<file path="config.mk">
export PLATFORM = sky130hd
export DESIGN_NAME = hazard_unit
export DESIGN_NICKNAME = d
export VERILOG_FILES = /design/src/rtl/hazard_unit.sv
export SDC_FILE = /design/constraint.sdc
export NUM_CORES = 1
export LEC_CHECK = 0
export ABC_AREA = 1
export CORE_ASPECT_RATIO = 1.4
export CORE_MARGIN = 4
export CORE_UTILIZATION = 30
export CTS_CLUSTER_DIAMETER = 40
export CTS_CLUSTER_SIZE = 24
export DETAILED_ROUTE_END_ITERATION = 16
export HOLD_SLACK_MARGIN = 0.02
export MAX_ROUTING_LAYER = met4
export SLEW_MARGIN = 25
export SYNTH_ARGS = -nofsm -noshare
export SYNTH_HDL_FRONTEND = slang
export SYNTH_SLANG_ARGS = --single-unit
</file>
<file path="constraint.sdc">
create_clock -name clk -period 2 [get_ports clk]
set_input_delay 0.2 -clock clk [delete_from_list [all_inputs] [get_ports clk]]
set_output_delay 0.2 -clock clk [all_outputs]
set_load 0.02 [all_outputs]
</file>
<file path="src/rtl/hazard_unit.sv">
// rtl/hazard_unit.sv - pipeline hazard unit: forwarding, stall/flush control, memory-wait FSM, counters
//
// Parameters:
//   WIDTH    width of the StallCount / FlushCount performance counters
//   TIMEOUT  memory-wait cycles allowed before the block locks into FAULT
// Ports:
//   clk, rst_n                        clock, synchronous active-low reset
//   Rs1D, Rs2D                        decode source registers
//   Rs1E, Rs2E, RdE                   execute source / destination registers
//   RdM, RdW, RegWriteM, RegWriteW    memory / writeback destinations and write enables
//   ResultSrcE, PCSrcE                load in execute, taken branch/jump in execute
//   MemReqM, MemReadyM                data-memory request in memory stage, memory ready
//   StallF/D/E/M, FlushD/E/W          stage-register hold and bubble controls
//   ForwardAE, ForwardBE              operand select: 00 regfile, 01 writeback, 10 memory
//   MemTimeout                        sticky memory-timeout fault flag
//   StallCount, FlushCount            saturating performance counters
module hazard_unit #(
    parameter int WIDTH   = 32,
    parameter int TIMEOUT = 16
) (
    input  logic             clk,
    input  logic             rst_n,
    input  logic [4:0]       Rs1D,
    input  logic [4:0]       Rs2D,
    input  logic [4:0]       Rs1E,
    input  logic [4:0]       Rs2E,
    input  logic [4:0]       RdE,
    input  logic [4:0]       RdM,
    input  logic [4:0]       RdW,
    input  logic             RegWriteM,
    input  logic             RegWriteW,
    input  logic             ResultSrcE,
    input  logic             PCSrcE,
    input  logic             MemReqM,
    input  logic             MemReadyM,
    output logic             StallF,
    output logic             StallD,
    output logic             StallE,
    output logic             StallM,
    output logic             FlushD,
    output logic             FlushE,
    output logic             FlushW,
    output logic [1:0]       ForwardAE,
    output logic [1:0]       ForwardBE,
    output logic             MemTimeout,
    output logic [WIDTH-1:0] StallCount,
    output logic [WIDTH-1:0] FlushCount
);

    typedef enum logic [1:0] {
        RUN      = 2'd0,
        MEM_WAIT = 2'd1,
        FAULT    = 2'd2
    } state_t;

    localparam int WCW = $clog2(TIMEOUT + 1);

    state_t           state;
    state_t           state_next;
    logic [WCW-1:0]   wait_cnt;
    logic [WCW-1:0]   wait_cnt_next;
    logic             mem_timeout_q;
    logic [WIDTH-1:0] stall_cnt;
    logic [WIDTH-1:0] flush_cnt;

    logic load_use;
    logic mem_miss;
    logic hold_all;     // freeze F..M and bubble W while memory is outstanding
    logic pipe_ctrl;    // normal branch / load-use handling applies this cycle
    logic count_flush;

    // x0 never matches: flushed execute bubbles carry RegWrite=1 with Rd=0.
    function automatic logic [1:0] fwd_sel(
        input logic [4:0] rs,
        input logic [4:0] rd_m,
        input logic       we_m,
        input logic [4:0] rd_w,
        input logic       we_w
    );
        if (we_m && (rd_m != 5'd0) && (rd_m == rs)) begin
            return 2'b10;
        end else if (we_w && (rd_w != 5'd0) && (rd_w == rs)) begin
            return 2'b01;
        end else begin
            return 2'b00;
        end
    endfunction

    always_comb begin
        ForwardAE = 2'b00;
        ForwardBE = 2'b00;
        if (rst_n) begin
            ForwardAE = fwd_sel(Rs1E, RdM, RegWriteM, RdW, RegWriteW);
            ForwardBE = fwd_sel(Rs2E, RdM, RegWriteM, RdW, RegWriteW);
        end
    end

    assign load_use = ResultSrcE && (RdE != 5'd0) && ((RdE == Rs1D) || (RdE == Rs2D));
    assign mem_miss = MemReqM && !MemReadyM;

    always_comb begin
        state_next    = state;
        wait_cnt_next = wait_cnt;
        hold_all      = 1'b0;
        pipe_ctrl     = 1'b0;
        count_flush   = 1'b0;
        StallF        = 1'b0;
        StallD        = 1'b0;
        StallE        = 1'b0;
        StallM        = 1'b0;
        FlushD        = 1'b0;
        FlushE        = 1'b0;
        FlushW        = 1'b0;

        if (!rst_n) begin
            // Bubble the pipeline while reset is held; no stage is held.
            FlushD = 1'b1;
            FlushE = 1'b1;
            FlushW = 1'b1;
        end else begin
            case (state)
                RUN: begin
                    count_flush = PCSrcE;
                    if (mem_miss) begin
                        hold_all      = 1'b1;
                        state_next    = MEM_WAIT;
                        wait_cnt_next = WCW'(1);
                    end else begin
                        pipe_ctrl = 1'b1;
                    end
                end
                MEM_WAIT: begin
                    if (MemReadyM) begin
                        // Exit cycle: the pipeline moves again this same cycle.
                        pipe_ctrl     = 1'b1;
                        count_flush   = PCSrcE;
                        state_next    = RUN;
                        wait_cnt_next = '0;
                    end else begin
                        hold_all      = 1'b1;
                        wait_cnt_next = wait_cnt + 1'b1;
                        if (wait_cnt >= WCW'(TIMEOUT - 1)) begin
                            state_next = FAULT;
                        end
                    end
                end
                FAULT: begin
                    hold_all = 1'b1;
                end
                default: begin
                    state_next = RUN;
                end
            endcase

            if (hold_all) begin
                StallF = 1'b1;
                StallD = 1'b1;
                StallE = 1'b1;
                StallM = 1'b1;
                FlushW = 1'b1;
            end else if (pipe_ctrl) begin
                // A taken branch squashes the dependent instruction anyway,
                // so it wins over a simultaneous load-use stall.
                if (PCSrcE) begin
                    FlushD = 1'b1;
                    FlushE = 1'b1;
                end else if (load_use) begin
                    StallF = 1'b1;
                    StallD = 1'b1;
                    FlushE = 1'b1;
                end
            end
        end
    end

    always_ff @(posedge clk) begin
        if (!rst_n) begin
            state         <= RUN;
            wait_cnt      <= '0;
            mem_timeout_q <= 1'b0;
            stall_cnt     <= '0;
            flush_cnt     <= '0;
        end else begin
            state    <= state_next;
            wait_cnt <= wait_cnt_next;
            if (state_next == FAULT) begin
                mem_timeout_q <= 1'b1;
            end
            if (StallD && (stall_cnt != '1)) begin
                stall_cnt <= stall_cnt + 1'b1;
            end
            if (count_flush && (flush_cnt != '1)) begin
                flush_cnt <= flush_cnt + 1'b1;
            end
        end
    end

    assign MemTimeout = mem_timeout_q;
    assign StallCount = stall_cnt;
    assign FlushCount = flush_cnt;

endmodule
</file>
-- Word level (Yosys, flattened, before mapping)
Index checks and enable logic that the tools add are counted.
- input port bits: 43
- register bits after elaboration: 72
- add/sub/neg operators: 3
- mux-type cells: 41
- $lt $le $gt $ge: 1
- equal/unequal tests: 12
- reduce and logical (&&, ||, !) cells: 19
- operator list (cell ; number):
    $add A32 B1 Y32 const B ; 2
    $ne A32 B32 Y1 const B ; 2
    $eq A5 B5 Y1 ; 6
    $mux W1 ; 26
    $mux W2 ; 8
    $reduce_bool A5 Y1 ; 3
    $logic_and A1 B1 Y1 ; 11
    $mux W5 ; 2
    $pmux W5 S2 ; 1
    $pmux W2 S3 ; 1
    $add A5 B1 Y5 const B ; 1
    $ge A5 B4 Y1 const B ; 1
    $eq A2 B2 Y1 const B ; 2
    $pmux W1 S2 ; 2
    $pmux W1 S3 ; 1
    $eq A2 B1 Y1 const B ; 1
    $logic_not A2 Y1 ; 1
    $ne A2 B2 Y1 const B ; 1
    $reduce_and A2 Y1 ; 1
    $reduce_bool A2 Y1 ; 1
    $logic_not A1 Y1 ; 1
    $logic_or A1 B1 Y1 ; 1

-- Depth between registers and ports, before layout
Gate-level depths: netlist (run 1).
- depth in word-level cells: 9
- gate-level depth with buffers: 12
- depth with buffers taken out: 12

-- Worst setup path before layout (run 1)
No wires, ideal clock.
- kind: reg2reg
- start point: register stall_cnt[0] (netlist: StallCount[0])
- end point: register stall_cnt[2] (netlist: StallCount[2])
- library setup time: 0.070 ns
- data required time: 1.930 ns
- stages on the path, launching flop included: 11
- period minus slack after synthesis: 1.884 ns
- path slack: 0.116 ns
- arrival time: 1.813 ns
- cell sequence: dfxtp_1 > ha_1 > nand3_2 > inv_2 > nand2_2 > nor2_4 > nand4_4 > nand2_2 > buf_6 > nand2_1 > a21oi_1
- cells in the longest elaborated chain, start to end: 2
- ends and longest elaborated chain (what ; RTL line ; text):
    start, declared ; 63 ; logic [WIDTH-1:0] stall_cnt;
    start signal, assigned ; 190 ; stall_cnt <= stall_cnt + 1'b1;
    parallel branches: the longest is 2 deep, another holds $add A32 B1 Y32 ; - ;
Parallel ways; which one is timed is not known.
A chain may end at the register's enable or synchronous reset.

-- Worst setup path in the final report (run 1)
- start point: input port RdE[0]
- end point: output port StallF
- cells in the longest elaborated chain, start to end: 8
- ends and longest elaborated chain (what ; RTL line ; text):
    start, declared ; 27 ; input logic [4:0] RdE,
    $eq A5 B5 Y1 or $reduce_bool A5 Y1 (tied branches) ; 98 ; assign load_use = ResultSrcE && (RdE != 5'd0) && ((RdE == Rs1D) || (RdE == Rs2D));
    $logic_or A1 B1 Y1 or $logic_and A1 B1 Y1 (tied branches) ; 98 ;
    $logic_and A1 B1 Y1 (*) ; 98 ;
    $mux W1 (*) ; 167 ; end else if (load_use) begin
    $mux W1 (*) ; 164 ; if (PCSrcE) begin
    $mux W1 (*) ; 161 ; end else if (pipe_ctrl) begin
    $mux W1 (*) ; 155 ; if (hold_all) begin
    $mux W1 (*) ; 115 ; if (!rst_n) begin
    end, declared ; 36 ; output logic StallF,
Mark *: on every way between the ends. The rest lies on a longest branch, timed or not.

==> impl_metrics.sql, run 1 <==
INSERT INTO impl_metrics (metric_group, metric, value, unit) VALUES
('critical_path', 'setup.worst_path.start_class', 'input pin', ''),
('min_path', 'startpoint_of_the_lowest_slack_hold_path', 'MemTimeout$_SDFFE_PN0N_', ''),
('synthesis', 'yosysSeqAreaShare', '29.0', '%'),
('power', 'power.leakage', '2.65', 'nW'),
('global_route', 'grt_start_max_net_pins', '43', ''),
('timing', 'max_freq', '0.531', 'GHz'),
('die', 'row_count', '55', ''),
('place', 'place_hpwl', '13.0', 'mm'),
('timing', 'final-setup-viol-count', '0', ''),
('die', 'chipHeight', '160', 'µm'),
('synthesis', 'synth.ff_latch_count', '72', ''),
('critical_path', 'worst_r2r_startpoint', 'StallCount[5]$_SDFFE_PN0P_', ''),
('critical_path', 'largest_driver_fanout_on_the_critical_path', '27', ''),
('route', 'wl_per_cell', '14.1', 'µm'),
('timing', 'tightest_slew', '0.492', 'ns'),
('final_layout', 'most-common-layout-cells', 'sky130_fd_sc_hd__nand2_1, sky130_fd_sc_hd__clkdlybuf4s50_1, sky130_fd_sc_hd__nor2_1', ''),
('global_route', 'grt_most_used_layer', 'met2', ''),
('synthesis', 'yosysWarnings', '0', ''),
('global_route', 'number_of_global_route_vias_before_repair', '5407', ''),
('final_layout', 'register_area', '1440', 'µm²'),
('die', 'boundaryPins', '119', ''),
('synthesis', 'postSynthCellCount', '804', ''),
('min_path', 'whs_path_depth', '2', ''),
('min_path', 'worstHoldEndpoint', 'MemTimeout$_SDFFE_PN0N_', ''),
('critical_path', 'ff2ff_path_depth', '9', ''),
('route', 'routed-via-count', '5542', ''),
('place', 'gp_congestion', '0.951', ''),
('power', 'cellPowerDensity', '487', 'nW/µm²'),
('cts', 'cts_num_sinks', '72', ''),
('power', 'vdd_ir_drop_max', '359', 'µV'),
('timing', 'final.setup_skew', '0.0132', 'ns'),
('global_route', 'global_route.usage.met1', '19.2', '%'),
('timing', 'max_slew_margin', '67.2', '%'),
('timing', 'timing.final.crit_share', '94.1', '%'),
('synthesis', 'postSynthNetCount', '851', ''),
('die', 'placeableCoreArea', '16200', 'µm²'),
('timing', 'fin_crit', '1.88', 'ns'),
('cts', 'clk_transition_reported_paths', '0.05', 'ns'),
('critical_path', 'worstReg2RegEnd', 'StallCount[2]$_SDFFE_PN0P_', ''),
('cts', 'ctsHtreeMaxLevel', '3', ''),
('final_layout', 'multiInputGateArea', '3150', 'µm²'),
('power', 'total_power', '3.41', 'mW'),
('final_layout', 'layout-drive-gt1-share', '10.8', '%'),
('die', 'die_w', '117', 'µm'),
('final_layout', 'layout_fillers', '1754', ''),
('route', 'drc', '0', ''),
('final_layout', 'layout.cells.most_common', 'sky130_fd_sc_hd__nand2_1', ''),
('route', 'drt_iter0_markers', '424', ''),
('global_route', 'grt_util_met3', '2.41', '%'),
('die', 'initial_core_util', '30.6', '%'),
('timing', 'setup_repair_after_global_routing_missed_its_margin', 'no', ''),
('cts', 'cts_max_path_buffers', '2', ''),
('critical_path', 'timing_worst_setup_path_type', 'in2out', ''),
('route', 'antenna_left', '0', ''),
('route', 'detail_route.vias_per_cell', '4.76', ''),
('global_route', 'grt_antenna_before_repair', '0', ''),
('final_layout', 'insertedDiodeCount', '0', ''),
('critical_path', 'crit_required', '1.80', 'ns'),
('place', 'portBuffers', '118', ''),
('critical_path', 'endpoint_kind', 'output pin', ''),
('synthesis', 'synth_cell_type_count', '35', ''),
('timing', 'timing.final.max_slew_violations', '0', ''),
('global_route', 'globalRoute.totalOverflow', '0', ''),
('route', 'totalWireLength', '16.4', 'mm'),
('global_route', 'first_pass_grt_wire_length', '26.4', 'mm'),
('min_path', 'hold_class', 'reg2reg', ''),
('die', 'design.die.area', '18700', 'µm²'),
('cts', 'clockRootBuffer', 'sky130_fd_sc_hd__clkbuf_16', ''),
('final_layout', 'areaGrowthSynthToFinish', '40.6', '%'),
('timing', 'timing.final.ws_setup', '0.118', 'ns'),
('synthesis', 'syn_area', '4980', 'µm²'),
('place', 'pre_cts_ws', '-0.386', 'ns'),
('global_route', 'groute.layer.met2.usage', '32.8', '%'),
('final_layout', 'layout.nets', '1007', ''),
('run_status', 'run_status', 'finished, final reports clean', ''),
('global_route', 'groute.usage.overall', '18.2', '%'),
('cts', 'tritoncts.num_buffers', '9', ''),
('critical_path', 'worst-r2r-setup-slack', '0.19', 'ns'),
('cts', 'insertion_delay', '0.35', 'ns'),
('route', 'first_pass_iters', '4', ''),
('critical_path', 'data_arrival_at_the_endpoint_of_the_critical_path', '1.68', 'ns'),
('timing', 'finalHoldViolCount', '0', ''),
('run', 'cap_viol_max_count', '0', ''),
('cts', 'tritoncts_clock_tree', 'done', ''),
('synthesis', 'avgSynthCellArea', '6.19', 'µm²');
==> timing repair <==
item / CTS / global route
resized for setup: 22 / 23
pin swaps: 0 / 1
buffers inserted: 0 / 1
hold buffers: 0 / 0
endpoints found under the setup margin: 11 / 26
==> critical path, stage by stage <==
cell and delay (ns):
sky130_fd_sc_hd__clkdlybuf4s50_1 0.51, sky130_fd_sc_hd__inv_1 0.07, sky130_fd_sc_hd__nand2_1 0.06, sky130_fd_sc_hd__nand2_1 0.05
sky130_fd_sc_hd__nor2_1 0.11, sky130_fd_sc_hd__nand3_1 0.07, sky130_fd_sc_hd__nand2_1 0.09, sky130_fd_sc_hd__nand3_1 0.08
sky130_fd_sc_hd__nand2_2 0.10, sky130_fd_sc_hd__buf_12 0.18, sky130_fd_sc_hd__buf_6 0.14
==> worst max-delay path by stage <==
stage / start / to / slack [ns] / cells past startpoint
floorplan: StallCount[0]$_SDFFE_PN0P_ / StallCount[2]$_SDFFE_PN0P_ / 0.12 / 10
global placement: RdM[3] / ForwardAE[1] / -0.38 / 7
detailed placement: RdM[3] / ForwardBE[1] / -0.39 / 7
CTS: Rs2E[2] / ForwardBE[0] / 0.007 / 6
global route: RdE[0] / StallF / 0.003 / 11
finish: RdE[0] / StallF / 0.12 / 11
==> cell type report <==
type | instances | share of cell area [%]
flip-flops and latches | 72 | 20.6
clock inverters | 6 | 0.626
repair buffers | 170 | 22.9
well taps | 199 | 3.56
inverters | 74 | 3.97
multi-input cells | 633 | 45.1
clock buffers | 10 | 3.27
==> cell usage after synthesis, drive strengths merged <==
master	count	area, µm²
ha	4	50.1
xnor2	22	193
or2	7	43.8
a21oi	67	335
o211ai	2	15.0
buf	16	114
inv	74	278
nand3b	10	75.1
clkbuf	9	33.8
a21boi	2	15.0
nor3b	4	30.0
o21a	1	7.51
o22ai	1	6.26
nand3	54	275
nor2	95	369
nand4	15	109
xor2	37	324
o21ai	12	60.1
nand2	270	1020
nor3	25	145
o2111ai	1	8.76
a221oi	1	8.76
dfxtp	72	1440
nor4	3	18.8
==> where the power goes <==
group	total (mW)	leakage [nW]	switching, mW	internal [mW]
sequential	1.45	0.582	0.00829	1.44
combinational	0.435	1.94	0.227	0.208
clock	1.52	0.133	0.675	0.845
total	3.41	2.65	0.910	2.50
==> logic make-up (layout without fill, tap and decap cells) <==
group,count (synthesis),after routing,share of synthesized area (%)
AOI/OAI and AO/OA,87,87,9.18
xor gates and xnor gates,59,59,10.4
adders and majority gates,4,4,1.01
buffers and inverters,99,260,8.55
DFF,72,72,29.0
and+or+nand+nor,483,483,41.9
==> per-stage QoR <==
| step | setup TNS [ns] | hold slack (ns) | utilization (%) | area (µm²) | std cells |
|---|---|---|---|---|---|
| after floorplan | 0 | 0.375 | - | 4980 | 804 |
| after global placement | -11.31 | 0.438 | 41.1 | 6680 | 1147 |
| after detailed placement | -11.10 | 0.446 | 41.1 | 6680 | 1147 |
| after CTS | 0 | 0.456 | 42.9 | 6960 | 1163 |
| after global routing | 0 | 0.476 | 43.1 | 7000 | 1164 |
| final | 0 | 0.451 | 43.1 | 7000 | 1164 |
==> flip-flops by register name, indices dropped and copies added, names as in the netlist <==
name	cells
MemTimeout	1
wait_cnt	5
FlushCount	32
state	2
StallCount	32
==> metal layers <==
metal,share of wire [%],wire (µm)
met5,0,0
met1,38,6250
met4,4.2,683
met2,55,8960
met3,3.0,498
Power figures use the tool's default switching activity.
==> run 2, diff against run 1 <==
--- a/config.mk
+++ b/config.mk
@@ -14,7 +14,8 @@
 export DETAILED_ROUTE_END_ITERATION = 16
 export HOLD_SLACK_MARGIN = 0.02
 export MAX_ROUTING_LAYER = met4
-export SLEW_MARGIN = 25
+export PLACE_DENSITY = 0.6
+export SLEW_MARGIN = 20
 export SYNTH_ARGS = -nofsm -noshare
 export SYNTH_HDL_FRONTEND = slang
 export SYNTH_SLANG_ARGS = --single-unit
==> results of run 2 <==
Same layout as run 1: the final DEF is identical, and so are final timing and power.
==> run 3, diff against run 2 <==
--- a/config.mk
+++ b/config.mk
@@ -15,7 +15,7 @@
 export HOLD_SLACK_MARGIN = 0.02
 export MAX_ROUTING_LAYER = met4
 export PLACE_DENSITY = 0.6
-export SLEW_MARGIN = 20
+export SLEW_MARGIN = 0
 export SYNTH_ARGS = -nofsm -noshare
 export SYNTH_HDL_FRONTEND = slang
 export SYNTH_SLANG_ARGS = --single-unit
==> results of run 3 <==
Same layout as run 1: the final DEF is identical, and so are final timing and power.
